`config.mk`:
```
export PLATFORM = sky130hd
export DESIGN_NAME = program_loader_memory
export DESIGN_NICKNAME = d
export VERILOG_FILES = /design/src/rtl/program_loader_pkg.sv /design/src/rtl/program_loader_instruction_ram.sv /design/src/rtl/program_loader_memory.sv
export SDC_FILE = /design/constraint.sdc
export NUM_CORES = 2
export LEC_CHECK = 0
export BUFFER_PORTS_ARGS = -buffer_cell sky130_fd_sc_hd__buf_2
export CORE_MARGIN = 2
export CORE_UTILIZATION = 55
export CTS_CLUSTER_SIZE = 16
export DETAILED_ROUTE_END_ITERATION = 8
export GPL_ROUTABILITY_DRIVEN = 0
export PLACE_DENSITY = 0.71
export SYNTH_ARGS = -nofsm -noshare
export SYNTH_HDL_FRONTEND = slang
export SYNTH_SLANG_ARGS = --single-unit
```
`constraint.sdc`:
```
create_clock -name clock -period 10.47 [get_ports clock]
set_clock_uncertainty 0.2 [all_clocks]
set_input_delay 2.094 -clock clock [delete_from_list [all_inputs] [get_ports clock]]
set_output_delay 2.094 -clock clock [all_outputs]
set_load 0.1 [all_outputs]
```
`src/rtl/program_loader_pkg.sv`:
```
// Shared types and defaults for the NanoRisc program loader / instruction memory.
package program_loader_pkg;

    localparam int unsigned ADDR_W_DEF = 8;
    localparam int unsigned DATA_W_DEF = 8;
    localparam logic [7:0]  PAD_DEF    = 8'h00;

    // Loader state encoding; CHECK and ERROR are only reachable with the checksum build.
    typedef enum logic [2:0] {
        ST_HEADER = 3'd0,
        ST_DATA   = 3'd1,
        ST_CHECK  = 3'd2,
        ST_FILL   = 3'd3,
        ST_RUN    = 3'd4,
        ST_ERROR  = 3'd5
    } state_e;

    // The loader port is ready purely as a function of state, never of loadValid.
    function automatic logic ready_for_state(input state_e st);
        logic rdy;
        case (st)
            ST_HEADER: rdy = 1'b1;
            ST_DATA:   rdy = 1'b1;
            ST_CHECK:  rdy = 1'b1;
            default:   rdy = 1'b0;
        endcase
        return rdy;
    endfunction

endpackage

```
`src/rtl/program_loader_instruction_ram.sv`:
```
// Instruction RAM: one synchronous write port, one asynchronous read port.
// Contents are intentionally not reset.
module instruction_ram
    import program_loader_pkg::*;
#(
    parameter int unsigned ADDR_W = ADDR_W_DEF,
    parameter int unsigned DATA_W = DATA_W_DEF
) (
    input  logic              clock,
    input  logic              we,
    input  logic [ADDR_W-1:0] waddr,
    input  logic [DATA_W-1:0] wdata,
    input  logic [ADDR_W-1:0] raddr,
    output logic [DATA_W-1:0] rdata
);

    localparam int unsigned DEPTH = 1 << ADDR_W;

    logic [DATA_W-1:0] mem_q [DEPTH];

    // Write port: one location per clock when we is asserted.
    always_ff @(posedge clock) begin
        if (we) begin
            mem_q[waddr] <= wdata;
        end
    end

    assign rdata = mem_q[raddr];

endmodule

```
`src/rtl/program_loader_memory.sv`:
```
// Instruction memory with built-in boot loader for the NanoRisc core.
// Accepts a length-prefixed byte stream, writes it from address 0, pads the
// rest with PAD, then releases the core and serves fetches combinationally.
// Optional feature macro: PROGRAM_LOADER_CHECKSUM_EN (trailing checksum byte).
module program_loader_memory
    import program_loader_pkg::*;
#(
    parameter int unsigned       ADDR_W = ADDR_W_DEF,
    parameter int unsigned       DATA_W = DATA_W_DEF,
    parameter logic [DATA_W-1:0] PAD    = DATA_W'(PAD_DEF)
) (
    input  logic              clock,
    input  logic              reset,
    input  logic              loadStart,
    input  logic              loadValid,
    input  logic [DATA_W-1:0] loadData,
    output logic              loadReady,
    input  logic [ADDR_W-1:0] instructionAddress,
    output logic [DATA_W-1:0] instruction,
    output logic              cpuReset,
    output logic              loadDone,
    output logic              loadError
);

    localparam int unsigned DEPTH = 1 << ADDR_W;
    localparam int unsigned REM_W = ADDR_W + 1;
    localparam logic [REM_W-1:0] FULL_CNT = REM_W'(DEPTH);

    state_e            state_q, state_d;
    logic [ADDR_W-1:0] ptr_q, ptr_d;
    logic [REM_W-1:0]  rem_q, rem_d;
    logic              cpu_reset_q, cpu_reset_d;
    logic              load_done_q, load_done_d;
    logic              xfer_s;
    logic              we_s;
    logic [DATA_W-1:0] wdata_s;
    logic [DATA_W-1:0] rdata_s;

`ifdef PROGRAM_LOADER_CHECKSUM_EN
    logic [DATA_W-1:0] sum_q, sum_d;
    logic [DATA_W-1:0] sum_next_s;
    logic              load_error_q, load_error_d;

    assign sum_next_s = sum_q + loadData;
`endif

    assign loadReady = ready_for_state(state_q);
    assign xfer_s    = loadValid && loadReady;

    // Loader FSM: next state, pointer, remaining count and RAM write control.
    always_comb begin
        state_d     = state_q;
        ptr_d       = ptr_q;
        rem_d       = rem_q;
        cpu_reset_d = cpu_reset_q;
        load_done_d = load_done_q;
        we_s        = 1'b0;
        wdata_s     = loadData;
`ifdef PROGRAM_LOADER_CHECKSUM_EN
        sum_d        = sum_q;
        load_error_d = load_error_q;
`endif
        if (loadStart) begin
            // Restart wins over any coincident transfer.
            state_d     = ST_HEADER;
            ptr_d       = {ADDR_W{1'b0}};
            rem_d       = {REM_W{1'b0}};
            cpu_reset_d = 1'b1;
            load_done_d = 1'b0;
`ifdef PROGRAM_LOADER_CHECKSUM_EN
            load_error_d = 1'b0;
`endif
        end else begin
            case (state_q)
                ST_HEADER: begin
`ifdef PROGRAM_LOADER_CHECKSUM_EN
                    sum_d = {DATA_W{1'b0}};
`endif
                    if (xfer_s) begin
                        // A length of zero encodes a full-depth image.
                        ptr_d   = {ADDR_W{1'b0}};
                        rem_d   = (loadData == {DATA_W{1'b0}}) ? FULL_CNT : REM_W'(loadData);
                        state_d = ST_DATA;
                    end else begin
                        state_d = ST_HEADER;
                    end
                end
                ST_DATA: begin
                    if (xfer_s) begin
                        we_s  = 1'b1;
                        ptr_d = ptr_q + ADDR_W'(1);
                        rem_d = rem_q - REM_W'(1);
`ifdef PROGRAM_LOADER_CHECKSUM_EN
                        sum_d = sum_next_s;
`endif
                        if (rem_q == REM_W'(1)) begin
`ifdef PROGRAM_LOADER_CHECKSUM_EN
                            state_d = ST_CHECK;
`else
                            // Pointer wrapped to 0 only for a full-depth image: no padding needed.
                            if (ptr_d == {ADDR_W{1'b0}}) begin
                                state_d     = ST_RUN;
                                cpu_reset_d = 1'b0;
                                load_done_d = 1'b1;
                            end else begin
                                state_d = ST_FILL;
                            end
`endif
                        end else begin
                            state_d = ST_DATA;
                        end
                    end else begin
                        state_d = ST_DATA;
                    end
                end
`ifdef PROGRAM_LOADER_CHECKSUM_EN
                ST_CHECK: begin
                    if (xfer_s) begin
                        if (sum_next_s == {DATA_W{1'b0}}) begin
                            // Pointer is 0 here only when the whole memory was loaded.
                            if (ptr_q == {ADDR_W{1'b0}}) begin
                                state_d     = ST_RUN;
                                cpu_reset_d = 1'b0;
                                load_done_d = 1'b1;
                            end else begin
                                state_d = ST_FILL;
                            end
                        end else begin
                            state_d      = ST_ERROR;
                            load_error_d = 1'b1;
                        end
                    end else begin
                        state_d = ST_CHECK;
                    end
                end
                ST_ERROR: begin
                    state_d = ST_ERROR;
                end
`endif
                ST_FILL: begin
                    we_s    = 1'b1;
                    wdata_s = PAD;
                    ptr_d   = ptr_q + ADDR_W'(1);
                    if (ptr_q == {ADDR_W{1'b1}}) begin
                        state_d     = ST_RUN;
                        cpu_reset_d = 1'b0;
                        load_done_d = 1'b1;
                    end else begin
                        state_d = ST_FILL;
                    end
                end
                ST_RUN: begin
                    state_d = ST_RUN;
                end
                default: begin
                    state_d     = ST_HEADER;
                    ptr_d       = {ADDR_W{1'b0}};
                    rem_d       = {REM_W{1'b0}};
                    cpu_reset_d = 1'b1;
                    load_done_d = 1'b0;
                end
            endcase
        end
    end

    // State and control registers with synchronous active-high reset.
    always_ff @(posedge clock) begin
        if (reset) begin
            state_q     <= ST_HEADER;
            ptr_q       <= {ADDR_W{1'b0}};
            rem_q       <= {REM_W{1'b0}};
            cpu_reset_q <= 1'b1;
            load_done_q <= 1'b0;
`ifdef PROGRAM_LOADER_CHECKSUM_EN
            sum_q        <= {DATA_W{1'b0}};
            load_error_q <= 1'b0;
`endif
        end else begin
            state_q     <= state_d;
            ptr_q       <= ptr_d;
            rem_q       <= rem_d;
            cpu_reset_q <= cpu_reset_d;
            load_done_q <= load_done_d;
`ifdef PROGRAM_LOADER_CHECKSUM_EN
            sum_q        <= sum_d;
            load_error_q <= load_error_d;
`endif
        end
    end

    instruction_ram #(
        .ADDR_W (ADDR_W),
        .DATA_W (DATA_W)
    ) u_ram (
        .clock (clock),
        .we    (we_s),
        .waddr (ptr_q),
        .wdata (wdata_s),
        .raddr (instructionAddress),
        .rdata (rdata_s)
    );

    // Fetches see PAD until the image is complete.
    assign instruction = (state_q == ST_RUN) ? rdata_s : PAD;
    assign cpuReset    = cpu_reset_q;
    assign loadDone    = load_done_q;
`ifdef PROGRAM_LOADER_CHECKSUM_EN
    assign loadError   = load_error_q;
`else
    assign loadError   = 1'b0;
`endif

endmodule

```
==> impl_metrics.csv <==
group,metric,value,unit
sta,max_freq,0.109,GHz
drt,drc,0,
synthesis,synth_simple_gate_area_frac,0.0430,
synthesis,synth_mux_area_frac,0.142,
place,hpwlAfterDp,136000,um
sta,hold_slack,0.276,ns
worst_setup_path,cp-start-kind,"input port",
hold_path,hold_path.class,"register to register",
drt,ant_nets,0,
synthesis,synth-seq-cells,2070,
synthesis,synth_compound_area_frac,0.0372,
global_routing,grt_pass1_wl,309000,um
clocking,cts_hold_buf,0,
power_and_ir_drop,power_density,186,mW/mm2
die,chipWidth,392,um
synthesis,synthTopCellsByCount,"2048 x edfxtp_1, 332 x nor2_1, 298 x mux2i_1",
synthesis,syn_nets,4253,
synthesis,avgSynthCellArea,19.5,um2
worst_setup_path,r2r_slack,5.94,ns
final_layout,final_area,0.0904,mm2
sta,max_slew_margin,0.0493,
global_routing,grt_use_total,0.286,
sta,finalCritPeriodShare,0.879,
synthesis,synthesis.area,0.0826,mm2
clocking,cts_setup_buffers,0,
drt,first_iter_violations,7000,
die,dieArea,0.153,mm2
synthesis,synth_cell_types,78,
synthesis,yosys-top-cells-area,"edfxtp_1 74%, mux4_2 7.9%, mux2i_1 3.6%, mux4_1 2.6%, nor2_1 1.5%",
sta,finalSetupViolCount,0,
sta,rsz0062_at_grt,"no",
synthesis,synth_edf_count,2048,
synthesis,synth_top_area_frac,0.745,
power_and_ir_drop,p_switching,3590,uW
synthesis,ys_warn_count,0,
final_layout,n_fill_cell,10400,
die,io_pins,32,
power_and_ir_drop,swShare,0.214,
place,numPortBuffers,30,
die,initial_core_util,0.553,
clocking,clock_latency,0.83,ns
clocking,post_cts_resize_count,0,
final_layout,fin_nets,4317,
sta,final_max_slew_viol_count,0,
synthesis,synth_ff_type,"edfxtp_1",
die,rows,142,
drt,vias,43700,
final_layout,area_growth_syn_to_layout,9.42,%
worst_setup_path,crit_arrival,6.91,ns
sta,min_period,9.20,ns
synthesis,synth_most_common_cell,"edfxtp_1",
synthesis,synth_xor_area_frac,0.000424,
run,maxCapViolations,0,
worst_setup_path,path_class,"input port to primary output",
clocking,clock_sinks,2070,
global_routing,grt_max_degree,223,
power_and_ir_drop,power_leakage,0.0284,uW
drt,wl_per_cell,33.7,um
worst_setup_path,reg2reg_depth,4,
clocking,h-tree-depth,4,
die,die_y,392,um
drt,wl,218000,um
synthesis,synthAdderAreaFrac,0.00106,
sta,tns,0,ns
die,coreArea,0.149,mm2
synthesis,synth_cells,4226,
synthesis,synth_top_area_cell,"edfxtp_1",
place,place_area,0.0841,mm2
hold_path,whs_path_depth,2,
global_routing,gr-total-overflow,0,
final_layout,final_util,0.605,
clocking,cts_buffer_depth,3,
drt,drt_first_pass_iters,8,
power_and_ir_drop,p_int,13200,uW
power_and_ir_drop,vdd_drop_max,0.145,mV
status,status,"finished clean",
synthesis,synth-async-reset-ratio,0,
sta,worst_pin_slew,1.39,ns
synthesis,ys_seq_area_frac,0.750,
power_and_ir_drop,power_frac_clock,0.413,
clocking,clkTransAtPathRegs,0.06,ns
power_and_ir_drop,total_power,16800,uW
worst_setup_path,required,8.18,ns
clocking,cts_tree,"yes",
clocking,cts_buffers,199,
final_layout,multi_input_area,0.0186,mm2
synthesis,synth_top_family_by_area,"multiplexers",
power_and_ir_drop,power_frac_seq,0.542,
sta,hold_violations,0,
global_routing,grt_pass1_vias,41900,
drt,viasPerCell,6.75,
final_layout,drive_gt1_frac,0.161,
power_and_ir_drop,pwr-share-comb,0.045,
clocking,cts_root_buffer,"clkbuf_16",
global_routing,antenna_found_initial,15,
worst_setup_path,crit_path_end_kind,"primary output",
final_layout,seqCellArea,0.0619,mm2
worst_setup_path,critPathMaxFanout,43,
metrics by stage:
| stage | worst slack [ns] | instances |
|---|---|---|
| after floorplan | 0.361 | 4226 |
| after global placement | 1.10 | 6104 |
| after detailed placement | 1.55 | 6105 |
| after CTS | 1.53 | 6473 |
| after global routing | 1.28 | 6473 |
| final | 1.27 | 6476 |
worst max-delay path, cell delays in order:
cell and delay [ns]:
buf_4 0.54, nand2b_4 0.58, buf_4 0.45, o21ai_0 0.32, a21oi_1 0.10, a2111oi_1 0.91
nand4_1 0.61, o32ai_1 0.61, buf_2 0.56
final timing paths:
check                        start                   to
min reg2reg               cpuReset             cpuReset
min                       cpuReset             cpuReset
max reg2reg               ptr_q[0]  u_ram.mem_q[109][4]
max          instructionAddress[2]       instruction[2]
state kept, by name (all words and copies together), names as in the netlist:
| register | count |
|---|---|
| rem_q | 9 |
| cpuReset | 1 |
| state_q | 3 |
| ptr_q | 8 |
| u_ram.mem_q | 2048 |
| loadDone | 1 |
per-layer routing:
layer,vias to the layer above,track usage,part of all wire
met5,-,0,0.00041
met3,473,0.0814,0.13
met4,12,0.109,0.042
met2,2969,0.421,0.45
met1,22700,0.411,0.38
li1,17600,-,-
cell type report:
class / instances / share of cell area
multi-input cells: 1883 / 0.205
clock buffers: 267 / 0.0588
flip-flops and latches: 2070 / 0.685
repair buffers: 125 / 0.0117
clock inverters: 101 / 0.0101
inverters: 11 / 0.000540
well taps: 2016 / 0.0279
diodes: 3 / 0.0000831
power by group through the flow:
stage               sequential, uW  combinational, uW  clock (uW)
finish                        9110                753        6950
global route                  9100                779        7300
CTS                           9110                741        6980
detailed placement            9280                740           0
global placement              9280                729           0
floorplan                     9320                495           0
cell usage in the layout, fill, tap and decap left out, drive strengths merged, types with 20 or more instances in the layout:
| cell | netlist | routed |
|---|---|---|
| o21ai | 72 | 72 |
| nand4 | 23 | 23 |
| clkinv | 1 | 79 |
| edfxtp | 2048 | 2048 |
| clkbuf | 104 | 267 |
| or3 | 27 | 27 |
| o221ai | 83 | 83 |
| nand3 | 51 | 51 |
| a211oi | 35 | 35 |
| dfxtp | 22 | 22 |
| inv | 10 | 20 |
| nand2 | 103 | 103 |
| nor3 | 92 | 92 |
| nor2 | 332 | 332 |
| buf | 157 | 124 |
| nor4 | 32 | 32 |
| a21oi | 67 | 67 |
| mux2i | 298 | 298 |
| a22oi | 35 | 35 |
| mux4 | 372 | 372 |
| o22ai | 52 | 52 |
| a2111oi | 23 | 23 |
| and2 | 24 | 24 |
cell families (layout without fill, tap and decap cells):
kind of cell             after synthesis  after routing
adder cells (fa/ha/maj)                7              7
multiplexers                         675            675
AO/OA/AOI/OAI                        439            439
flip-flops                          2070           2070
XOR/XNOR                               4              4
buffers and inverters                273            504
AND/OR/NAND/NOR                      757            757
other                                  1              4
(Power assumes the default switching activity.)
